[src/rtl/blob_pkg.sv]
// Shared constants and state encoding for the blob feeder and its pixel pipeline.
package blob_pkg;
    localparam int IMG_COL = 640;
    localparam int IMG_ROW = 480;
    localparam int NPIX    = IMG_COL * IMG_ROW;
    localparam int ADDR_W  = 19;

    typedef enum logic [2:0] {
        ST_IDLE      = 3'd0,
        ST_STREAM    = 3'd1,
        ST_DRAIN     = 3'd2,
        ST_WAIT_DONE = 3'd3,
        ST_RELEASE   = 3'd4
    } feeder_state_e;
endpackage

[src/rtl/blob_pix_pipe.sv]
// Tracks which read-data cycles carry a real pixel and binarizes them against the latched threshold.
module blob_pix_pipe
    import blob_pkg::*;
#(
    parameter int RD_LAT = 2
) (
    input  logic       i_clk,
    input  logic       i_rst_n,
    input  logic       i_rd_en,
    input  logic [7:0] i_rd_data,
    input  logic [7:0] i_thr,
    output logic       o_data_vld,
    output logic       o_seq
);
    logic [RD_LAT-1:0] vld_sr;

    // Bit RD_LAT-1 is high exactly in the cycle the memory presents a requested pixel.
    always_ff @(posedge i_clk or negedge i_rst_n) begin
        if (!i_rst_n) begin
            vld_sr <= '0;
            o_seq  <= 1'b0;
        end else begin
            vld_sr <= (vld_sr << 1) | RD_LAT'(i_rd_en);
            o_seq  <= vld_sr[RD_LAT-1] && (i_rd_data >= i_thr);
        end
    end

    assign o_data_vld = vld_sr[RD_LAT-1];
endmodule

[src/rtl/blob_feeder.sv]
// Scans one frame out of memory, streams binarized pixels to a blob counter and captures its result.
// Handshake: a frame is requested by i_start in IDLE only; o_valid frames the pixel stream and stays high until i_done or timeout.
module blob_feeder #(
    parameter int IMG_COL  = blob_pkg::IMG_COL,
    parameter int IMG_ROW  = blob_pkg::IMG_ROW,
    parameter int RD_LAT   = 2,
    parameter int DONE_TMO = 4096
) (
    input  logic        i_clk,
    input  logic        i_rst_n,
    input  logic        i_start,
    input  logic [7:0]  i_threshold,
    output logic [18:0] o_rd_addr,
    output logic        o_rd_en,
    input  logic [7:0]  i_rd_data,
    output logic        o_valid,
    output logic        o_seq,
    input  logic        i_done,
    input  logic [7:0]  i_count,
    output logic [7:0]  o_count,
    output logic        o_count_valid,
    output logic        o_busy,
    output logic        o_timeout,
    output logic [2:0]  o_state
);
    localparam int NPIX_L = IMG_COL * IMG_ROW;
    localparam int TMO_W  = $clog2(DONE_TMO + 1);
    localparam int DRN_W  = $clog2(RD_LAT + 1);
    localparam logic [blob_pkg::ADDR_W-1:0] LAST_ADDR = blob_pkg::ADDR_W'(NPIX_L - 1);

    blob_pkg::feeder_state_e state_q, state_d;
    logic [blob_pkg::ADDR_W-1:0] addr_q;
    logic [7:0]       thr_q;
    logic [DRN_W-1:0] drn_q;
    logic [TMO_W-1:0] tmo_q;
    logic             rel_q;
    logic             valid_q;
    logic             data_vld;
    logic             tmo_hit;

    assign tmo_hit = (tmo_q == TMO_W'(DONE_TMO - 1));

    always_ff @(posedge i_clk or negedge i_rst_n) begin
        if (!i_rst_n) state_q <= blob_pkg::ST_IDLE;
        else          state_q <= state_d;
    end

    always_comb begin
        state_d = state_q;
        case (state_q)
            blob_pkg::ST_IDLE:      if (i_start) state_d = blob_pkg::ST_STREAM;
            blob_pkg::ST_STREAM:    if (addr_q == LAST_ADDR) state_d = blob_pkg::ST_DRAIN;
            blob_pkg::ST_DRAIN:     if (drn_q == DRN_W'(RD_LAT)) state_d = blob_pkg::ST_WAIT_DONE;
            blob_pkg::ST_WAIT_DONE: if (i_done || tmo_hit) state_d = blob_pkg::ST_RELEASE;
            blob_pkg::ST_RELEASE:   if (rel_q) state_d = blob_pkg::ST_IDLE;
            default:                state_d = blob_pkg::ST_IDLE;
        endcase
    end

    always_comb begin
        o_rd_en = (state_q == blob_pkg::ST_STREAM);
        o_busy  = (state_q != blob_pkg::ST_IDLE);
        o_valid = valid_q | data_vld;
        o_state = state_q;
    end

    always_ff @(posedge i_clk or negedge i_rst_n) begin
        if (!i_rst_n) begin
            addr_q        <= '0;
            thr_q         <= '0;
            drn_q         <= '0;
            tmo_q         <= '0;
            rel_q         <= 1'b0;
            valid_q       <= 1'b0;
            o_count       <= '0;
            o_count_valid <= 1'b0;
            o_timeout     <= 1'b0;
        end else begin
            o_count_valid <= 1'b0;
            case (state_q)
                blob_pkg::ST_IDLE: begin
                    if (i_start) begin
                        thr_q     <= i_threshold;
                        o_timeout <= 1'b0;
                        addr_q    <= '0;
                    end
                end
                blob_pkg::ST_STREAM: begin
                    if (addr_q != LAST_ADDR) addr_q <= addr_q + 1'b1;
                end
                blob_pkg::ST_WAIT_DONE: begin
                    // A result arriving on the last allowed cycle wins over the timeout.
                    if (i_done) begin
                        o_count       <= i_count;
                        o_count_valid <= 1'b1;
                    end else if (tmo_hit) begin
                        o_timeout <= 1'b1;
                    end
                end
                default: ;
            endcase

            drn_q <= (state_q == blob_pkg::ST_DRAIN) ? drn_q + 1'b1 : '0;
            if (state_q != blob_pkg::ST_WAIT_DONE)  tmo_q <= '0;
            else if (tmo_q != TMO_W'(DONE_TMO))     tmo_q <= tmo_q + 1'b1;
            rel_q <= (state_q == blob_pkg::ST_RELEASE) && !rel_q;

            if (data_vld) valid_q <= 1'b1;
            else if (state_q == blob_pkg::ST_WAIT_DONE && state_d == blob_pkg::ST_RELEASE) valid_q <= 1'b0;
        end
    end

    assign o_rd_addr = addr_q;

    blob_pix_pipe #(.RD_LAT(RD_LAT)) u_pix_pipe (
        .i_clk      (i_clk),
        .i_rst_n    (i_rst_n),
        .i_rd_en    (o_rd_en),
        .i_rd_data  (i_rd_data),
        .i_thr      (thr_q),
        .o_data_vld (data_vld),
        .o_seq      (o_seq)
    );
endmodule

[config.mk]
export PLATFORM = sky130hd
export DESIGN_NAME = blob_feeder
export DESIGN_NICKNAME = d
export VERILOG_FILES = /design/src/rtl/blob_pkg.sv /design/src/rtl/blob_pix_pipe.sv /design/src/rtl/blob_feeder.sv
export SDC_FILE = /design/constraint.sdc
export NUM_CORES = 1
export LEC_CHECK = 0
export CORE_MARGIN = 2
export CORE_UTILIZATION = 51
export DETAILED_ROUTE_END_ITERATION = 16
export GPL_TIMING_DRIVEN = 0
export PLACE_DENSITY_LB_ADDON = 0.2
export SKIP_CTS_REPAIR_TIMING = 1
export SYNTH_ARGS = -nofsm -noshare
export SYNTH_HDL_FRONTEND = slang
export SYNTH_HIERARCHICAL = 1
export SYNTH_SLANG_ARGS = --single-unit
export TNS_END_PERCENT = 100
[constraint.sdc]
create_clock -name i_clk -period 2.4 [get_ports i_clk]
set_input_delay 0.48 -clock i_clk [delete_from_list [all_inputs] [get_ports i_clk]]
set_output_delay 0.48 -clock i_clk [all_outputs]
set_load 0.02 [all_outputs]
# Word level (Yosys, flattened, before mapping)
# Index checks and enable logic that the tools add are counted.
[op_classes] addsub=3 magnitude_cmp=1 eq_ne=15 muxes=20 n_bitwise=2 n_reduce_logical=15
[ops] operator="two-way mux 19 bit" count=2
[ops] operator="case mux 19 bit (2 select lines)" count=1
[ops] operator="two-way mux 13 bit" count=2
[ops] operator="adder 19 x 1 -> 19 bit, second input constant" count=1
[ops] operator="equality test 19 bit, second input constant" count=1
[ops] operator="inequality test 19 bit, second input constant" count=1
[ops] operator="two-way mux 3 bit" count=5
[ops] operator="case mux 3 bit (5 select lines)" count=1
[ops] operator="adder 13 x 1 -> 13 bit, second input constant" count=1
[ops] operator="equality test 13 x 12 -> 1 bit, second input constant" count=1
[ops] operator="inequality test 13 bit, second input constant" count=1
[ops] operator=">= comparator 8 bit" count=1
[ops] operator="inequality test 2 bit, second input constant" count=4
[ops] operator="nonzero test 2 bit" count=4
[ops] operator="two-way mux 1 bit" count=7
[ops] operator="equality test 3 x 2 -> 1 bit, second input constant" count=2
[ops] operator="equality test 3 bit, second input constant" count=2
[ops] operator="AND reduction 2 bit" count=2
[ops] operator="AND reduction 4 bit" count=1
[ops] operator="equality test 3 x 1 -> 1 bit, second input constant" count=1
[ops] operator="logical AND 1 bit" count=3
[ops] operator="zero test 3 bit" count=1
[ops] operator="inequality test 3 x 2 -> 1 bit, second input constant" count=1
[ops] operator="AND reduction 3 bit" count=1
[ops] operator="9 further kinds" count=9
[word_totals] ff_bits=60 input_bits=28 output_inout_bits=36 elab_cells=68

# Depth between registers and ports, before layout
[depth] depth_word=8 depth_mapped=7 depth_no_buf=6

# By module
# Netlist, hierarchy kept.
[modules_own_cells] mod="blob_feeder" n_inst=1 cells_per_inst=280 area_each_um2=2861.5 seq_area_each_um2=1426.4
[modules_own_cells] mod="blob_pix_pipe" n_inst=1 cells_per_inst=30 area_each_um2=267.8 seq_area_each_um2=75.1

# Worst setup path after synthesis
# OpenSTA, ideal clock, no wires.
[synth_timing] path_kind="flip-flop to flip-flop" from="register addr_q, in the netlist o_rd_addr[12]" to="register state_q[0], in the netlist o_state[0]" setup_time_ps=131 t_arrival_ps=1803 t_required_ps=2269 setup_slack_ps=466 stages_incl_launch_ff=6 path_buffers=1 synth_period_minus_slack_ps=1934 cell_sequence="dfrtp_1 > or4b_4 > nor4_4 > buf_4 > a21oi_2 > or3_1"
[synth_between] elab_chain_len=3
[synth_rtl] element="start: declaration" line_no="blob_feeder.sv:32" text="logic [blob_pkg::ADDR_W-1:0] addr_q;"
[synth_rtl] element="start signal: assignment" line_no="blob_feeder.sv:89" text="if (addr_q != LAST_ADDR) addr_q <= addr_q + 1'b1;"
[synth_rtl] element="equality test 19 bit" line_no="blob_feeder.sv:52" text="blob_pkg::ST_STREAM: if (addr_q == LAST_ADDR) state_d = blob_pkg::ST_DRAIN;"
[synth_rtl] element="two-way mux 3 bit" line_no="blob_feeder.sv:52"
[synth_rtl] element="case mux 3 bit (5 select lines)" line_no="blob_feeder.sv:50" text="case (state_q)"
[synth_rtl] element="net state_d[0]" line_no="blob_feeder.sv:31" text="blob_pkg::feeder_state_e state_q, state_d;"
[synth_rtl] element="end signal: assignment" line_no="blob_feeder.sv:44" text="if (!i_rst_n) state_q <= blob_pkg::ST_IDLE;"
[synth_rtl] element="end signal: assignment" line_no="blob_feeder.sv:45" text="else state_q <= state_d;"
[synth_rtl] element="end: declaration" line_no="blob_feeder.sv:31"
# The timed path passes the listed nets, and every way through them passes these cells.
# A chain may end at the register's enable or synchronous reset.

# Final worst setup path
[layout_timing] from="register state_q[1], in the netlist o_state[1]" to="output port o_busy"
[layout_between] elab_chain_len=1
[layout_rtl] element="nonzero test 3 bit" line_no="blob_feeder.sv:62" text="o_busy = (state_q != blob_pkg::ST_IDLE);"
[layout_rtl] element="end: declaration" line_no="blob_feeder.sv:22" text="output logic o_busy,"
# No other way between the ends.

==> impl_metrics.tcl <==
set metrics [dict create \
    ctsLongestPathBuffers 2 \
    top_layer "met4" \
    die_x_microns 82.3 \
    place_hpwl_mm 5.08 \
    endpoint_type_of_the_worst_setup_path "output port" \
    slew_viol_final 0 \
    number_of_port_buffers 63 \
    run_status "finished clean" \
    total_count_of_hold_check_failures_in_the_final_report 0 \
    die_y_microns 82.3 \
    tightest_slew_ns 0.993 \
    n_antenna_cell 0 \
    drt_first_pass_iters 4 \
    finalNetCount 425 \
    route.detailed.drc 0 \
    clock-root-buffer "sky130_fd_sc_hd__clkbuf_8" \
    synth.distinct_cells 51 \
    number_of_global_route_vias_before_repair 2476 \
    postSynth.asyncResetShare 1.00 \
    number_of_antenna_violations_at_the_first_check_in_global_routing 0 \
    cap_violations 0 \
    number_of_flops_mapped_to_enable_cells_by_yosys 0 \
    netlist_area_sq_um 3130 \
    setup-violations-final 0 \
    clk_pin_slew_worst_paths_ns 0.07 \
    worst-endpoint-arrival_ns 1.77 \
    detail_route.wl_per_cell_microns 15.0 \
    fillerInstances 462 \
    design.core.area_sq_um 5920 \
    design.portCount 64 \
    gp_congestion 0.816 \
    number_of_drc_markers_after_the_initial_detailed_route_iteration 107 \
    power.static_leakage_nw 1.68 \
    routed-wl-met3_microns 353 \
    tritoncts.num_buffers 9 \
    synth-seq-area-share 0.480 \
    fin_tns_setup_ns 0 \
    design_area_sq_um 4070 \
    global_route_wire_length_before_repair_mm 11.5 \
    fin_skew_ns 0.00942 \
    gr_ovfl_total 0 \
    ys.warnings.count 6 \
    final_period_minus_worst_setup_slack_ns 2.25 \
    drt_wl_total_mm 7.00 \
    initial_cell_density_of_the_core 0.529 \
    synth_cells 310 \
    drt.antenna.violating_nets 0 \
    cts_tree "done" \
    worstHoldPathType "in2async" \
    cellPowerDensity_nw_per_um2 775 \
    place_area_sq_um 3870 \
    global_route.usage.total 0.226 \
    wl_met2_mm 3.31 \
    postSynth.topFlopCell "sky130_fd_sc_hd__dfrtp_1" \
    critical_path_class "reg2out" \
    wl_met1_mm 3.22 \
    area_growth_syn_to_layout_pct 29.9 \
    rsz0062_at_grt "false" \
    post_synthesis_register_bit_count 60 \
    route.vias.total 2596 \
    syn-mean-instance-area_sq_um 10.1 \
    max-vdd-ir-drop_mv 0.521 \
    fp-row-count 28 \
    ctsHtreeMaxLevel 3 \
    worstSkewPairLatency_ns 0.34 \
    fp.dieArea_sq_um 6780 \
    worstSetupStartpointType "flop" \
    max_slew_headroom 0.337 \
    post_route_cells_drive_above_1_share 0.110 \
    post_drt_via_cell_ratio 5.58 \
    post-route-period-util 0.936 \
    max_fo_critical_path 7 \
    postSynthNetCount 350 \
    tritoncts_num_sinks 60 \
    grt_start_max_net_pins 34 \
    cp_data_required_time_ns 1.92 \
    fmax_mhz 445 \
]
==> cell families after synthesis <==
group,share of synthesized area
mux,0.0612
flops,0.480
simple gates,0.250
compound gates,0.0944
xor+xnor,0.0280
fa+ha+maj,0.0480
buf+inv,0.0388
==> through the flow <==
stage / hold WS [ns] / utilization / cells / power (mW) / setup slack [ns]
after floorplan: 0.184 / - / 310 / 1.85 / 0.466
after global placement: 0.335 / 0.651 / 448 / 2.22 / -1.11
after detailed placement: 0.336 / 0.653 / 449 / 2.26 / -0.204
after CTS: 0.168 / 0.686 / 465 / 3.18 / -0.124
after global routing: 0.198 / 0.687 / 465 / 3.33 / 0.00877
final: 0.149 / 0.687 / 465 / 3.15 / 0.153
==> synth_stat cells (3+ instances only) <==
| cell | instances | area (sq um) |
|---|---|---|
| sky130_fd_sc_hd__ha_1 | 12 | 150 |
| sky130_fd_sc_hd__or2_2 | 3 | 18.8 |
| sky130_fd_sc_hd__xnor2_1 | 8 | 70.1 |
| sky130_fd_sc_hd__nor3_1 | 9 | 45.0 |
| sky130_fd_sc_hd__or4_1 | 5 | 37.5 |
| sky130_fd_sc_hd__and3_1 | 4 | 25.0 |
| sky130_fd_sc_hd__nor4b_1 | 3 | 26.3 |
| sky130_fd_sc_hd__nand4_1 | 9 | 56.3 |
| sky130_fd_sc_hd__mux2_2 | 9 | 101 |
| sky130_fd_sc_hd__dfrtp_1 | 60 | 1500 |
| sky130_fd_sc_hd__nand3_1 | 12 | 60.1 |
| sky130_fd_sc_hd__nor4_1 | 3 | 18.8 |
| sky130_fd_sc_hd__clkbuf_1 | 5 | 18.8 |
| sky130_fd_sc_hd__a21oi_1 | 13 | 65.1 |
| sky130_fd_sc_hd__o21ai_0 | 4 | 20.0 |
| sky130_fd_sc_hd__o31ai_1 | 6 | 45.0 |
| sky130_fd_sc_hd__and4_1 | 3 | 26.3 |
| sky130_fd_sc_hd__nor2_1 | 21 | 78.8 |
| sky130_fd_sc_hd__nand2b_1 | 8 | 50.1 |
| sky130_fd_sc_hd__buf_4 | 3 | 22.5 |
| sky130_fd_sc_hd__a211oi_1 | 3 | 22.5 |
| sky130_fd_sc_hd__nand2_1 | 44 | 165 |
| sky130_fd_sc_hd__inv_1 | 19 | 71.3 |
| sky130_fd_sc_hd__mux2i_1 | 9 | 90.1 |
| sky130_fd_sc_hd__or3_1 | 3 | 18.8 |
==> final cells by class <==
class / instances / area, sq um / area share
plain buffers: 8 / 41.3 / 0.0102
clock inverters: 4 / 48.8 / 0.0120
flip-flops and latches: 60 / 1500 / 0.369
multi-input cells: 222 / 1510 / 0.371
well taps: 75 / 93.8 / 0.0231
repair buffers: 64 / 648 / 0.159
inverters: 20 / 80.1 / 0.0197
clock buffers: 12 / 145 / 0.0357
==> per-layer routing <==
| metal | global-route usage | vias up |
|---|---|---|
| met1 | 0.287 | 1262 |
| met2 | 0.366 | 65 |
| met5 | 0 | - |
| met3 | 0.0511 | 11 |
| li1 | - | 1258 |
| met4 | 0.103 | 0 |
==> state kept, by name, summed over array words and instances (netlist names) <==
register / count
valid_q: 1
thr_q: 8
u_pix_pipe/vld_sr: 2
u_pix_pipe/o_seq: 1
o_rd_addr: 19
tmo_q: 13
o_count_valid: 1
o_state: 3
rel_q: 1
o_count: 8
o_timeout: 1
drn_q: 2
==> critical path, stage by stage, from the launching register on <==
cell,delay [ns]
sky130_fd_sc_hd__dfrtp_1,0.48
sky130_fd_sc_hd__nor2_1,0.26
sky130_fd_sc_hd__nand2_1,0.12
sky130_fd_sc_hd__clkdlybuf4s50_1,0.56
==> path summary, 6_finish.rpt <==
kind,from,endpoint,slack (ns),cells after the start
setup / recovery,o_state[1],o_busy,0.15,3
hold / removal,i_rst_n,o_rd_addr[10],0.15,1
setup reg to reg,o_state[2],o_rd_addr[14],0.31,3
hold reg to reg,u_pix_pipe/vld_sr[0],u_pix_pipe/vld_sr[1],0.35,0
max in group asynchronous,i_rst_n,tmo_q[9],1.65,2
min in group i_clk,u_pix_pipe/vld_sr[0],u_pix_pipe/vld_sr[1],0.35,0
==> placed cells by master, fill, tap and decap left out, types with 3 or more instances in the layout <==
master	synthesis	layout
sky130_fd_sc_hd__clkdlybuf4s50_1	0	61
sky130_fd_sc_hd__dfrtp_1	60	60
sky130_fd_sc_hd__nand2_1	44	44
sky130_fd_sc_hd__nor2_1	21	21
sky130_fd_sc_hd__inv_1	19	19
sky130_fd_sc_hd__a21oi_1	13	13
sky130_fd_sc_hd__nand3_1	12	12
sky130_fd_sc_hd__ha_1	12	12
sky130_fd_sc_hd__clkbuf_8	0	10
sky130_fd_sc_hd__nand4_1	9	9
sky130_fd_sc_hd__mux2i_1	9	9
sky130_fd_sc_hd__nor3_1	9	9
sky130_fd_sc_hd__mux2_2	9	9
sky130_fd_sc_hd__nand2b_1	8	8
sky130_fd_sc_hd__xnor2_1	8	8
sky130_fd_sc_hd__clkbuf_1	5	7
sky130_fd_sc_hd__o31ai_1	6	6
sky130_fd_sc_hd__or4_1	5	5
sky130_fd_sc_hd__o21ai_0	4	4
sky130_fd_sc_hd__and3_1	4	4
sky130_fd_sc_hd__buf_4	3	3
sky130_fd_sc_hd__or2_2	3	3
sky130_fd_sc_hd__nor4b_1	3	3
sky130_fd_sc_hd__or3_1	3	3
sky130_fd_sc_hd__and4_1	3	3
sky130_fd_sc_hd__a211oi_1	3	3
sky130_fd_sc_hd__nor4_1	3	3
==> report_power, final <==
part | internal (mW) | total [mW] | switching [mW]
combinational | 0.443 | 0.922 | 0.479
clock | 0.507 | 0.915 | 0.408
sequential | 1.18 | 1.31 | 0.135
No activity file was read; power rests on OpenSTA's default activity.
